**config.mk**
```make
export PLATFORM = sky130hd
export DESIGN_NAME = bird_renderer
export DESIGN_NICKNAME = d
export VERILOG_FILES = /design/src/rtl/bird_pkg.sv /design/src/rtl/bird_physics.sv /design/src/rtl/bird_renderer.sv
export SDC_FILE = /design/constraint.sdc
export NUM_CORES = 1
export LEC_CHECK = 0
export CORE_ASPECT_RATIO = 1.1
export CORE_MARGIN = 1.5
export CORE_UTILIZATION = 41
export CTS_BUF_LIST = sky130_fd_sc_hd__clkbuf_4
export CTS_CLUSTER_SIZE = 25
export DETAILED_ROUTE_END_ITERATION = 16
export PLACE_DENSITY = 0.74
export SYNTH_ARGS = -nofsm -noshare
export SYNTH_HDL_FRONTEND = slang
export SYNTH_SLANG_ARGS = --single-unit
```
**constraint.sdc**
```tcl
create_clock -name clk_rgb -period 7.53 [get_ports clk_rgb]
set_clock_uncertainty 0.15 [all_clocks]
set_input_delay 1.1295 -clock clk_rgb [delete_from_list [all_inputs] [get_ports clk_rgb]]
set_output_delay 1.1295 -clock clk_rgb [all_outputs]
set_load 0.03 [all_outputs]
```
**src/rtl/bird_pkg.sv**
```systemverilog
// bird_pkg: shared game state type, colour constants and velocity width for the bird renderer
package bird_pkg;
  typedef enum logic [1:0] {IDLE, FLYING, DEAD} state_t;
  localparam int VEL_W = 8;
  localparam logic [23:0] BIRD_COLOR = 24'hFFD000;
  localparam logic [23:0] DEAD_COLOR = 24'hFF0000;
  localparam logic [23:0] SKY_COLOR  = 24'h4EC0CA;
endpackage

```
**src/rtl/bird_physics.sv**
```systemverilog
// bird_physics: flap sync/edge, frame tick from vs_in, game FSM and bird position/velocity; in clk_rgb rst flap vs_in, out state bird_y
module bird_physics
  import bird_pkg::*;
#(
  parameter int VER_ACTIVE_PIXELS = 720,
  parameter int BIRD_SIZE = 32,
  parameter int GRAVITY = 1,
  parameter int FLAP_VELOCITY = -12,
  parameter int MAX_FALL_VELOCITY = 16,
  parameter int Y_WIDTH = $clog2(VER_ACTIVE_PIXELS)
) (
  input  logic               clk_rgb,
  input  logic               rst,
  input  logic               flap,
  input  logic               vs_in,
  output state_t             state,
  output logic [Y_WIDTH-1:0] bird_y
);
  localparam logic signed [VEL_W-1:0] GRAV = VEL_W'(GRAVITY);
  localparam logic signed [VEL_W-1:0] FLAP_V = VEL_W'(FLAP_VELOCITY);
  localparam logic signed [VEL_W-1:0] MAX_V = VEL_W'(MAX_FALL_VELOCITY);
  localparam logic signed [Y_WIDTH+1:0] Y_MAX = (Y_WIDTH+2)'(VER_ACTIVE_PIXELS - BIRD_SIZE);
  localparam logic [Y_WIDTH-1:0] Y_CENTER = Y_WIDTH'((VER_ACTIVE_PIXELS - BIRD_SIZE) / 2);
  logic [2:0] sync_q;
  logic vs_q, pend_q;
  state_t state_q;
  logic [Y_WIDTH-1:0] pos_q;
  logic signed [VEL_W-1:0] vel_q, vel_g, vel_d;
  logic signed [Y_WIDTH+1:0] vel_x, pos_d;
  logic flap_edge, tick, flap_now, out_lo, out_hi;
  assign flap_edge = sync_q[1] & ~sync_q[2];
  assign tick = vs_in & ~vs_q;
  assign flap_now = pend_q | flap_edge;
  always_comb begin
    vel_g = vel_q + GRAV;
    vel_d = flap_now ? FLAP_V : (vel_g > MAX_V ? MAX_V : vel_g);
    vel_x = (Y_WIDTH+2)'(vel_d);
    pos_d = $signed({2'b00, pos_q}) + vel_x;
    out_lo = pos_d < 0;
    out_hi = pos_d > Y_MAX;
  end
  always_ff @(posedge clk_rgb) begin
    if (rst) begin
      sync_q <= '0;
      vs_q <= 1'b0;
      pend_q <= 1'b0;
      state_q <= IDLE;
      pos_q <= Y_CENTER;
      vel_q <= '0;
    end else begin
      sync_q <= {sync_q[1:0], flap};
      vs_q <= vs_in;
      pend_q <= !tick && flap_now;
      if (tick && (state_q == FLYING || (state_q == IDLE && flap_now))) begin
        vel_q <= vel_d;
        pos_q <= out_lo ? '0 : out_hi ? Y_WIDTH'(Y_MAX) : pos_d[Y_WIDTH-1:0];
        state_q <= (out_lo || out_hi) ? DEAD : FLYING;
      end else if (tick && state_q == DEAD && flap_now) begin
        state_q <= IDLE;
        pos_q <= Y_CENTER;
        vel_q <= '0;
      end
    end
  end
  assign state = state_q;
  assign bird_y = pos_q;
endmodule

```
**src/rtl/bird_renderer.sv**
```systemverilog
// bird_renderer: 2-stage bird/sky pixel pipeline with delayed syncs; in clk_rgb rst flap x y hs/vs/de_in, out r g b hs/vs/de_out state bird_y
module bird_renderer
  import bird_pkg::*;
#(
  parameter int HOR_ACTIVE_PIXELS = 1280,
  parameter int VER_ACTIVE_PIXELS = 720,
  parameter int BIRD_X = 320,
  parameter int BIRD_SIZE = 32,
  parameter int GRAVITY = 1,
  parameter int FLAP_VELOCITY = -12,
  parameter int MAX_FALL_VELOCITY = 16,
  localparam int X_WIDTH = $clog2(HOR_ACTIVE_PIXELS),
  localparam int Y_WIDTH = $clog2(VER_ACTIVE_PIXELS)
) (
  input  logic               clk_rgb,
  input  logic               rst,
  input  logic               flap,
  input  logic [X_WIDTH-1:0] x,
  input  logic [Y_WIDTH-1:0] y,
  input  logic               hs_in,
  input  logic               vs_in,
  input  logic               de_in,
  output logic [7:0]         r,
  output logic [7:0]         g,
  output logic [7:0]         b,
  output logic               hs_out,
  output logic               vs_out,
  output logic               de_out,
  output state_t             state,
  output logic [Y_WIDTH-1:0] bird_y
);
  logic in_q, de_q, hs_q, vs_q, de2_q, hs2_q, vs2_q;
  logic [23:0] rgb_q, rgb_d;
  logic inside_d;
  bird_physics #(
    .VER_ACTIVE_PIXELS(VER_ACTIVE_PIXELS),
    .BIRD_SIZE(BIRD_SIZE),
    .GRAVITY(GRAVITY),
    .FLAP_VELOCITY(FLAP_VELOCITY),
    .MAX_FALL_VELOCITY(MAX_FALL_VELOCITY),
    .Y_WIDTH(Y_WIDTH)
  ) u_phys (
    .clk_rgb(clk_rgb),
    .rst(rst),
    .flap(flap),
    .vs_in(vs_in),
    .state(state),
    .bird_y(bird_y)
  );
  assign inside_d = de_in && x >= X_WIDTH'(BIRD_X) && x < X_WIDTH'(BIRD_X + BIRD_SIZE)
                    && y >= bird_y && {1'b0, y} < {1'b0, bird_y} + (Y_WIDTH+1)'(BIRD_SIZE);
  assign rgb_d = !de_q ? 24'h0 : !in_q ? SKY_COLOR : state == DEAD ? DEAD_COLOR : BIRD_COLOR;
  always_ff @(posedge clk_rgb) begin
    if (rst) begin
      {in_q, de_q, hs_q, vs_q, de2_q, hs2_q, vs2_q} <= '0;
      rgb_q <= '0;
    end else begin
      {in_q, de_q, hs_q, vs_q} <= {inside_d, de_in, hs_in, vs_in};
      {de2_q, hs2_q, vs2_q} <= {de_q, hs_q, vs_q};
      rgb_q <= rgb_d;
    end
  end
  assign {r, g, b} = rgb_q;
  assign {hs_out, vs_out, de_out} = {hs2_q, vs2_q, de2_q};
endmodule

```
# ---- Yosys cells after proc, flatten, opt, wreduce, memory -nomap -nowiden
# Cells that the tools add are included.
dict set report word_totals {
  reg_bits 55
  inputBits 27
  out_inout_bits 39
  word_cells 62
}
dict set report classes {
  add_sub_neg 3
  magnitude_cmp 7
  eq_ne 2
  n_mux 13
  n_bitwise 7
  reduce_logical 16
}
# cell count
set ops {}
lappend ops {{$mux W10} 4}
lappend ops {{$mux W16} 2}
lappend ops {{$mux W8} 4}
lappend ops {{$add A11 B8 Y12} 1}
lappend ops {{$gt A12 B11 Y1 const B} 1}
lappend ops {{$lt A12 B1 Y1 const B} 1}
lappend ops {{$add A10 B6 Y11 const B} 1}
lappend ops {{$ge A11 B9 Y1 const B} 1}
lappend ops {{$lt A10 B11 Y1} 1}
lappend ops {{$lt A11 B9 Y1 const B} 1}
lappend ops {{$ge A10 B10 Y1} 1}
lappend ops {{$logic_and A1 B1 Y1} 9}
lappend ops {{$add A8 B2 Y8 const B} 1}
lappend ops {{$gt A8 B6 Y1 const B} 1}
lappend ops {{$mux W2} 3}
lappend ops {{$not A1 Y1} 4}
lappend ops {{$reduce_or A3 Y1} 1}
lappend ops {{$and A1 B1 Y1} 2}
lappend ops {{$eq A2 B1 Y1 const B} 1}
lappend ops {{$eq A2 B2 Y1 const B} 1}
lappend ops {{$logic_not A2 Y1} 1}
lappend ops {{$logic_or A1 B1 Y1} 2}
lappend ops {{$reduce_bool A2 Y1} 1}
lappend ops {{$reduce_or A2 Y1} 1}
lappend ops {{2 further kinds} 2}

# ---- Logic depth before layout (Yosys ltp)
# Gate-level depths: netlist of the first run.
dict set report logic_depth {
  word_depth 9
  ltp_mapped 17
  ltp_nobuf 16
}

# ---- Modules after synthesis
# From an unflattened synthesis of the first run, not the netlist that was laid out.
dict set report hier_totals {
  cells_unflattened 327
  hier_area_um2 2801.4
}
# mod n_inst cells_per_inst area_per_inst_um2
set modules_own_cells {}
lappend modules_own_cells {bird_physics 1 222 1889.3}
lappend modules_own_cells {bird_renderer 1 105 912.1}

# ---- Least setup slack after synthesis of the first run
# No wires, ideal clock.
dict set report synth_path {
  path_type {reg-to-reg}
  startpoint {register u_phys.vel_q[0]}
  endpoint {register u_phys.pos_q[6] (netlist: u_phys.bird_y[6])}
  arrival_ns 3.710
  required_time_ns 7.258
  path_slack_ns 3.548
  path_stages_with_launch 18
  n_path_buf 1
  cell_sequence {dfxtp_1 ha_1 clkbuf_1 or3b_2 a21oi_1 a311o_1 a21oi_1 nor3_1 ha_1 inv_1 fa_1 nand2b_1 a21oi_1 xor2_1 o311a_1 o211ai_2 a31o_1 a221o_1}
}
dict set report synth_via {
  elab_chain_cells 9
  elab_cells_between_ends 10
  classes_between {2 x add/sub; 3 x order compare; 5 x mux}
}
# item line
set synth_rtl {}
lappend synth_rtl {{from (decl)} bird_physics.sv:28} ;# logic signed [VEL_W-1:0] vel_q, vel_g, vel_d;
lappend synth_rtl {{from (signal assigned)} bird_physics.sv:55} ;# vel_q <= vel_d;
lappend synth_rtl {{$add A8 B2 Y8 (*)} bird_physics.sv:35} ;# vel_g = vel_q + GRAV;
lappend synth_rtl {{$gt A8 B6 Y1} bird_physics.sv:36} ;# vel_d = flap_now ? FLAP_V : (vel_g > MAX_V ? MAX_V : vel_g);
lappend synth_rtl {{$mux W8 (*) (2 in series)} bird_physics.sv:36}
lappend synth_rtl {{$add A11 B8 Y12 (*)} bird_physics.sv:38} ;# pos_d = $signed({2'b00, pos_q}) + vel_x;
lappend synth_rtl {{$gt A12 B11 Y1} bird_physics.sv:40} ;# out_hi = pos_d > Y_MAX;
lappend synth_rtl {{$mux W10} bird_physics.sv:56} ;# pos_q <= out_lo ? '0 : out_hi ? Y_WIDTH'(Y_MAX) : pos_d[Y_WIDTH-1:0];
lappend synth_rtl {{$mux W10 (*)} bird_physics.sv:56}
lappend synth_rtl {{$mux W10 (*)} bird_physics.sv:54} ;# if (tick && (state_q == FLYING || (state_q == IDLE && flap_now))) begin
lappend synth_rtl {{to (signal assigned)} bird_physics.sv:56}
lappend synth_rtl {{to (decl)} bird_physics.sv:27} ;# logic [Y_WIDTH-1:0] pos_q;
# Mark *: on every way between the ends. The rest lies on a longest branch, timed or not.
# A chain may end at the register's enable or synchronous reset.

# ---- Final worst setup path of the first run
# Same ends and word-level chain as after synthesis.

==> tab_implementation.tex, run 1 <==
\begin{tabular}{lr}
\hline
Metric & Value \\
\hline
\multicolumn{2}{l}{\textbf{Yosys}} \\
Combinational family with the most area after synthesis & compound AO/OA/AOI/OAI gates \\
Post-synth EDFFs & 0 \\
Sequential element share of the synthesized area & 0.267 \\
Async SR Flop Fraction & 0 \\
Total of flip-flops plus latches after synthesis & 36 \\
Multiplexer share of the synthesized area & 0.00370 \\
Netlist cell types & 60 \\
Post-synth top flop & dfxtp\_1 \\
Post-synthesis share of cell area spent on xor and xnor gates & 0.0616 \\
Number of warning messages in the yosys log & 0 \\
Cell count after synthesis & 321 \\
Synth Area in Adders & 0.142 \\
Synthesized area per cell & 8.42 um\^{}2 \\
Synth Cell Area & 0.00270 mm\^{}2 \\
Simple logic cell fraction of the synthesized area & 0.180 \\
Compound-gate portion of the synthesized area & 0.244 \\
\multicolumn{2}{l}{\textbf{Layout}} \\
Area delta synth->final & 19.6\% \\
Layout fillers & 588 \\
NumNets Final & 415 \\
Commonest non-fill, non-tap cell in the layout & clkdlybuf4s50\_1 \\
Highest-count cells in the layout ignoring fill and taps & 51 x clkdlybuf4s50\_1, 36 x dfxtp\_1, 29 x ha\_1, 22 x inv\_1, 21 x nand2\_1 \\
Number of antenna cells inserted & 0 \\
Share of cells above drive strength 1 & 0.0585 \\
\multicolumn{2}{l}{\textbf{Clocking}} \\
Clock transition at the register clock pins on the worst setup and hold paths after CTS & 110 ps \\
Largest buffer count on any clock path & 2 \\
Post-CTS Hold Buffers & 0 \\
Setup fix buffers added after clock tree synthesis & 0 \\
TritonCTS clock tree & yes \\
Total CTS buffers & 5 \\
Root Buffer & clkbuf\_4 \\
H-tree levels & 2 \\
Count of cells resized by post-cts repair & 0 \\
Clk sinks & 36 \\
Clk\_lat worst skew & 340 ps \\
\multicolumn{2}{l}{\textbf{Drt}} \\
Detailed Route Iter0 Violations & 88 \\
Total Wirelength & 6100 um \\
Per-cell via count in the routed design & 5.50 \\
Total number of vias & 2413 \\
Average wire per standard cell & 13.9 um \\
First-pass DRT Iterations & 4 \\
DRC violation count after routing & 0 \\
DRT antenna net count & 0 \\
\multicolumn{2}{l}{\textbf{Power and ir drop}} \\
Static leakage & 1.38 nW \\
Clock group share of total power & 0.282 \\
PwrDens & 152 mW/mm\^{}2 \\
Overall power after layout & 493 uW \\
Cell-internal power & 334 uW \\
Net switching power figure & 159 uW \\
Logic pwr share & 0.301 \\
Sequential share of power & 0.418 \\
Max rail drop VDD & 0.0901 mV \\
Switching share of total power & 0.323 \\
\multicolumn{2}{l}{\textbf{Worst setup path}} \\
Crit path max-delay cell type & or3b\_2 \\
Worst reg2reg startpoint & u\_phys.vel\_q[0]\$\_SDFFE\_PP0P\_ \\
Count of cell instances traversed by the critical path & 16 \\
Arrival time at the worst endpoint & 4580 ps \\
Kind of end point of the critical path & flop \\
End of the worst register-to-register path & u\_phys.bird\_y[6]\$\_SDFFE\_PP1P\_ \\
Startpoint Class & flop \\
Crit path to & u\_phys.bird\_y[6]\$\_SDFFE\_PP1P\_ \\
Crit-path cells & ha\_1 -> or3b\_2 -> a21oi\_1 -> a311o\_1 -> a21oi\_1 -> nor2\_1 -> nand2\_1 -> inv\_1 -> ha\_1 -> a211oi\_2 -> o211ai\_1 -> and3\_4 -> a311oi\_2 -> o211ai\_2 -> a31o\_1 -> a221o\_1 \\
R2r setup slk & 3040 ps \\
CP max FO & 9 \\
Launch point of the critical path & u\_phys.vel\_q[0]\$\_SDFFE\_PP0P\_ \\
Biggest cell delay along the critical path & 470 ps \\
Buffer and inverter count on the worst path & 1 \\
Worst setup path category & flop to flop \\
Family with the most delay on the worst path & compound AO/OA/AOI/OAI gates \\
Req. time, crit path & 7610 ps \\
Reg2Reg Depth & 16 \\
\multicolumn{2}{l}{\textbf{Timing}} \\
Final setup fails & 0 \\
Worst hold margin & 295 ps \\
Fin crit share & 0.597 \\
Remaining max-slew budget at the tightest pin & 0.478 \\
Final setup TNS & 0 ps \\
Final Worst Setup Slack & 3040 ps \\
RSZ-0062 raised after global routing & false \\
Total count of hold-check failures in the final report & 0 \\
Final Max Tran Viols & 0 \\
Final critical-path required period & 4490 ps \\
Slew at the pin closest to its max-slew limit & 780 ps \\
Peak Freq & 222 MHz \\
\multicolumn{2}{l}{\textbf{Place}} \\
Final RePlAce weighted congestion & 0.825 \\
Setup slack at placement & 3090 ps \\
Number of port buffers & 51 \\
Detailed placer's ending HPWL & 4830 um \\
\multicolumn{2}{l}{\textbf{Die}} \\
Row cnt & 30 \\
Die area & 0.00709 mm\^{}2 \\
Floorplan die width & 80.4 um \\
Core Footprint & 0.00627 mm\^{}2 \\
Starting utilization of the core area & 0.431 \\
I/O pin total & 66 \\
Vert. Die Dim & 88.2 um \\
\multicolumn{2}{l}{\textbf{Global route}} \\
Residual overflow from global routing & 0 \\
Global-route wire length before repair & 9660 um \\
Via count of the first global-routing pass & 2114 \\
Antenna violations before repair & 0 \\
Total routing resource utilization after global routing & 0.173 \\
Largest net degree at the start of global routing & 22 \\
\multicolumn{2}{l}{\textbf{Run}} \\
Max Cap Viol & 0 \\
\multicolumn{2}{l}{\textbf{Worst hold path}} \\
Class of the most critical hold timing path & flop to flop \\
\multicolumn{2}{l}{\textbf{Outcome}} \\
Run status & completed \\
\hline
\end{tabular}
[worst min path at each step]
stage	startpoint	end	slack [ps]	cells after the start
6_report	in_q$_SDFF_PP0_	rgb_q[7]$_SDFF_PP0_	290	1
5_1_grt	in_q$_SDFF_PP0_	rgb_q[7]$_SDFF_PP0_	310	1
4_1_cts	hs_q$_SDFF_PP0_	hs_out$_SDFF_PP0_	300	1
3_5_place_dp	hs_q$_SDFF_PP0_	hs_out$_SDFF_PP0_	270	1
3_3_place_gp	hs_q$_SDFF_PP0_	hs_out$_SDFF_PP0_	270	1
2_1_floorplan	in_q$_SDFF_PP0_	rgb_q[7]$_SDFF_PP0_	260	1
[power by group through the flow]
| stage | clock network [mW] | logic, mW | registers, mW |
|---|---|---|---|
| finish | 0.139 | 0.148 | 0.206 |
| global route | 0.151 | 0.162 | 0.207 |
| CTS | 0.142 | 0.147 | 0.206 |
| detailed placement | 0 | 0.146 | 0.210 |
| global placement | 0 | 0.144 | 0.210 |
| floorplan | 0 | 0.102 | 0.216 |
[through the flow]
stage,util,cells,instance area [um^2]
final,0.516,439,3230
after CTS,0.516,439,3230
after global routing,0.516,439,3230
after floorplan,-,329,2730
after global placement,0.503,431,3150
after detailed placement,0.503,431,3150
[flip-flops by register name, indices dropped and copies added (netlist names), 2 cells and up]
register,flops
u_phys.state,2
u_phys.sync_q,3
u_phys.vel_q,8
u_phys.bird_y,10
rgb_q,5
[worst reg2reg max path, cell delays in order, from the launching register on]
cell and delay, ps:
dfxtp_1 380, ha_1 350, or3b_2 470, a21oi_1 150, a311o_1 150, a21oi_1 90
nor2_1 290, nand2_1 170, inv_1 80, ha_1 230, a211oi_2 300, o211ai_1 200
and3_4 230, a311oi_2 360, o211ai_2 220, a31o_1 250, a221o_1 310
[area by class of cell]
cell class,instances,area [um^2],area share
Clock buffer,6,45.0,0.0139
Clock inverter,2,35.0,0.0108
Inverter,22,82.6,0.0256
Multi-Input combinational cell,242,1740,0.538
Sequential cell,36,721,0.223
Tap cell,80,100,0.0310
Timing Repair Buffer,51,510,0.158
[cell families after synthesis]
family	after synthesis
compound gates	93
simple gates	93
buf+inv	51
flops	36
fa+ha+maj	30
xor+xnor	16
other cells	1
mux	1
[cell usage after synthesis (8+ instances only)]
cell / number / area share
a31oi_1: 10 / 0.023
buf_4: 19 / 0.053
a21oi_1: 19 / 0.035
dfxtp_1: 36 / 0.27
o21ai_0: 13 / 0.024
ha_1: 29 / 0.13
nor2_1: 20 / 0.028
nand2_1: 21 / 0.029
inv_1: 22 / 0.031
xnor2_1: 9 / 0.029
a21o_1: 8 / 0.022
nor2b_1: 12 / 0.028
[per-layer routing]
metal	GRT usage	vias up	routed length, um
met5	0	-	0
met4	0.0235	0	8
met3	0.0396	2	367
met2	0.291	72	2800
met1	0.232	1132	2930
li1	-	1207	-
No activity file was read; power rests on OpenSTA's default activity.
==> run 2, diff against run 1 <==
--- a/config.mk
+++ b/config.mk
@@ -11,7 +11,7 @@
 export CTS_BUF_LIST = sky130_fd_sc_hd__clkbuf_4
 export CTS_CLUSTER_SIZE = 25
 export DETAILED_ROUTE_END_ITERATION = 16
-export PLACE_DENSITY = 0.74
+export PLACE_DENSITY = 0.77
 export SYNTH_ARGS = -nofsm -noshare
 export SYNTH_HDL_FRONTEND = slang
 export SYNTH_SLANG_ARGS = --single-unit
==> constraint.sdc (replaced) <==
create_clock -name clk_rgb -period 3.88 [get_ports clk_rgb]
set_clock_uncertainty 0.15 [all_clocks]
set_input_delay 0.582 -clock clk_rgb [delete_from_list [all_inputs] [get_ports clk_rgb]]
set_output_delay 0.582 -clock clk_rgb [all_outputs]
set_load 0.03 [all_outputs]
==> run 2 against run 1 <==
Net effect:
- the flow now finishes with violations (setup timing)
- first-iteration DRC count up 48%
- utilization up 8.0 points
- cell count up 7.3%
- design area up 16%
- clock-buffer cell count down 1
- sequential cell count unchanged
- non-clock buffer count up 32
- hold slack worse by 0.82 ps
- sequential share of layout area down 2.8 points
- clock power up 94%
==> tab_implementation.tex, run 2 (same netlist as run 1, synthesis figures left out) <==
\begin{tabular}{lr}
\hline
Metric & Value \\
\hline
\multicolumn{2}{l}{\textbf{Layout}} \\
Share of cells above drive strength 1 & 0.228 (+0.169) \\
Highest-count cells in the layout ignoring fill and taps & 51 x clkdlybuf4s50\_1, 33 x dfxtp\_1, 27 x buf\_4, 22 x ha\_1, 21 x inv\_1 \\
Area occupied by multi-input gates & 0.00197 mm\^{}2 (+13\%) \\
Layout fillers & 532 (-9.5\%) \\
Commonest non-fill, non-tap cell in the layout & clkdlybuf4s50\_1 \\
Post-route non-filler standard cell count & 471 (+7.3\%) \\
Seq. cell area & 729 um\^{}2 (+1.2\%) \\
Flip-flop count of the largest register after layout & 10 (unchanged) \\
Area delta synth->final & 38.1\% \\
Number of antenna cells inserted & 0 (unchanged) \\
NumNets Final & 447 (+7.7\%) \\
Design Area, Final & 0.00373 mm\^{}2 (+16\%) \\
\multicolumn{2}{l}{\textbf{Drt}} \\
Total number of vias & 2587 (+7.2\%) \\
Average wire per standard cell & 14.9 um (+7.0\%) \\
DRC violation count after routing & 0 (unchanged) \\
Detailed Route Iter0 Violations & 130 (+48\%) \\
DRT antenna net count & 0 (unchanged) \\
Total Wirelength & 7010 um (+15\%) \\
Per-cell via count in the routed design & 5.49 (about the same) \\
First-pass DRT Iterations & 4 (unchanged) \\
\multicolumn{2}{l}{\textbf{Clocking}} \\
Post-CTS Hold Buffers & 0 (unchanged) \\
TritonCTS clock tree & yes \\
Total CTS buffers & 5 (unchanged) \\
Largest buffer count on any clock path & 2 (unchanged) \\
Clk sinks & 36 (unchanged) \\
Root Buffer & clkbuf\_4 \\
Clock transition at the register clock pins on the worst setup and hold paths after CTS & 120 ps (about the same) \\
Clk\_lat worst skew & 350 ps (about the same) \\
H-tree levels & 2 (unchanged) \\
\multicolumn{2}{l}{\textbf{Timing}} \\
Final Worst Setup Slack & -20.4 ps (-3060 ps) \\
Worst hold margin & 294 ps (-0.815 ps) \\
Remaining max-slew budget at the tightest pin & 0.667 (+0.189) \\
Fin crit share & 1.01 (+0.408) \\
Slew at the pin closest to its max-slew limit & 495 ps (-285 ps) \\
Peak Freq & 256 MHz (+15\%) \\
Final critical-path required period & 3900 ps (-594 ps) \\
Total count of hold-check failures in the final report & 0 (unchanged) \\
Final Max Tran Viols & 0 (unchanged) \\
RSZ-0062 raised after global routing & true \\
Final setup fails & 2 (+2) \\
\multicolumn{2}{l}{\textbf{Global route}} \\
Routing usage on met3 & 0.0333 (-0.00625) \\
Met2 usage & 0.361 (+0.0703) \\
Largest net degree at the start of global routing & 22 (unchanged) \\
Via count of the first global-routing pass & 2425 (+15\%) \\
GR peak layer & met2 \\
Residual overflow from global routing & 0 (unchanged) \\
Total routing resource utilization after global routing & 0.190 (+0.0164) \\
Global-route wire length before repair & 10600 um (+9.7\%) \\
Met1 track utilization from global routing & 0.211 (-0.0214) \\
Antenna violations before repair & 0 (unchanged) \\
\multicolumn{2}{l}{\textbf{Die}} \\
Starting utilization of the core area & 0.431 (unchanged) \\
Core Footprint & 0.00627 mm\^{}2 (unchanged) \\
Die area & 0.00709 mm\^{}2 (unchanged) \\
Vert. Die Dim & 88.2 um (unchanged) \\
Row cnt & 30 (unchanged) \\
Floorplan die width & 80.4 um (unchanged) \\
I/O pin total & 66 (unchanged) \\
\multicolumn{2}{l}{\textbf{Worst hold path}} \\
Class of the most critical hold timing path & flop to flop \\
Startpoint of the worst hold path & in\_q\$\_SDFF\_PP0\_ \\
\multicolumn{2}{l}{\textbf{Run}} \\
Max Cap Viol & 0 (unchanged) \\
\multicolumn{2}{l}{\textbf{Worst setup path}} \\
Worst setup path category & flop to flop \\
Worst reg2reg startpoint & u\_phys.vel\_q[1]\$\_SDFFE\_PP0P\_ \\
Arrival time at the worst endpoint & 4000 ps (-580 ps) \\
Req. time, crit path & 3980 ps (-3630 ps) \\
Launch point of the critical path & u\_phys.vel\_q[1]\$\_SDFFE\_PP0P\_ \\
Kind of end point of the critical path & flop \\
Startpoint Class & flop \\
CP max FO & 5 (-4) \\
\multicolumn{2}{l}{\textbf{Place}} \\
Final RePlAce weighted congestion & 0.857 (+3.9\%) \\
Cell Count Post-Placement & 452 (+4.9\%) \\
Detailed placer's ending HPWL & 5170 um (+7.1\%) \\
Number of port buffers & 51 (unchanged) \\
Cell area after placement & 0.00334 mm\^{}2 (+6.0\%) \\
\multicolumn{2}{l}{\textbf{Power and ir drop}} \\
Static leakage & 1.58 nW (+15\%) \\
Overall power after layout & 1.03 mW (+110\%) \\
Max rail drop VDD & 0.208 mV (+130\%) \\
PwrDens & 277 mW/mm\^{}2 (+81\%) \\
\multicolumn{2}{l}{\textbf{Outcome}} \\
Run status & finished with violations \\
Failing checks & setup timing \\
\hline
\end{tabular}
run 2: power by group:
part	switching, mW	internal, mW	leakage, nW
combinational	0.193	0.169	1.24
clock	0.135	0.134	0.0412
sequential	0.0177	0.382	0.295
total	0.346	0.686	1.58
run 2: final timing paths:
check,to,slack [ps],cells after the start
setup / recovery,u_phys.bird_y[6]$_SDFFE_PP1P_,-20,16
hold / removal,rgb_q[7]$_SDFF_PP0_,290,1
setup reg to reg,u_phys.bird_y[6]$_SDFFE_PP1P_,-20,16
hold reg to reg,rgb_q[7]$_SDFF_PP0_,290,1
run 2: what timing repair did:
| action | 4_1_cts | 5_1_grt |
|---|---|---|
| setup buffers | 5 | 7 |
| pin swaps | 14 | 32 |
| endpoints found under the setup margin | 11 | 12 |
| resized for setup | 13 | 33 |
run 2: area by class of cell:
cell class                      instances  share of cell area
Clock buffer                            5              0.0101
Clock inverter                          3              0.0114
Inverter                               22              0.0221
Multi-Input combinational cell        242               0.528
Sequential cell                        36               0.195
Tap cell                               80              0.0268
Timing Repair Buffer                   83               0.206
run 2: critical path: stages, from the launching register on:
cell,delay (ps)
dfxtp_4,390
ha_4,160
or3b_4,360
a21oi_2,130
a311o_1,180
a21oi_4,100
nor3_4,200
ha_2,220
inv_2,40
fa_2,380
nand2b_4,180
a211o_1,310
nand3b_1,110
a21o_1,230
xnor2_4,120
a31o_1,240
a221o_1,290
run 2: per-layer routing:
layer	share of wire	wire (um)
met1	0.40	2820
met2	0.52	3650
met3	0.048	339
met4	0.029	202
met5	0	0
run 2: metrics by stage:
step	TNS [ps]	setup slack, ps	util
2_1_floorplan	0	41.0	-
3_3_place_gp	-53.8	-53.8	0.533
3_5_place_dp	-605	-145	0.533
4_1_cts	0	7.58	0.562
5_1_grt	-1590	-207	0.596
6_report	-29.6	-20.4	0.596
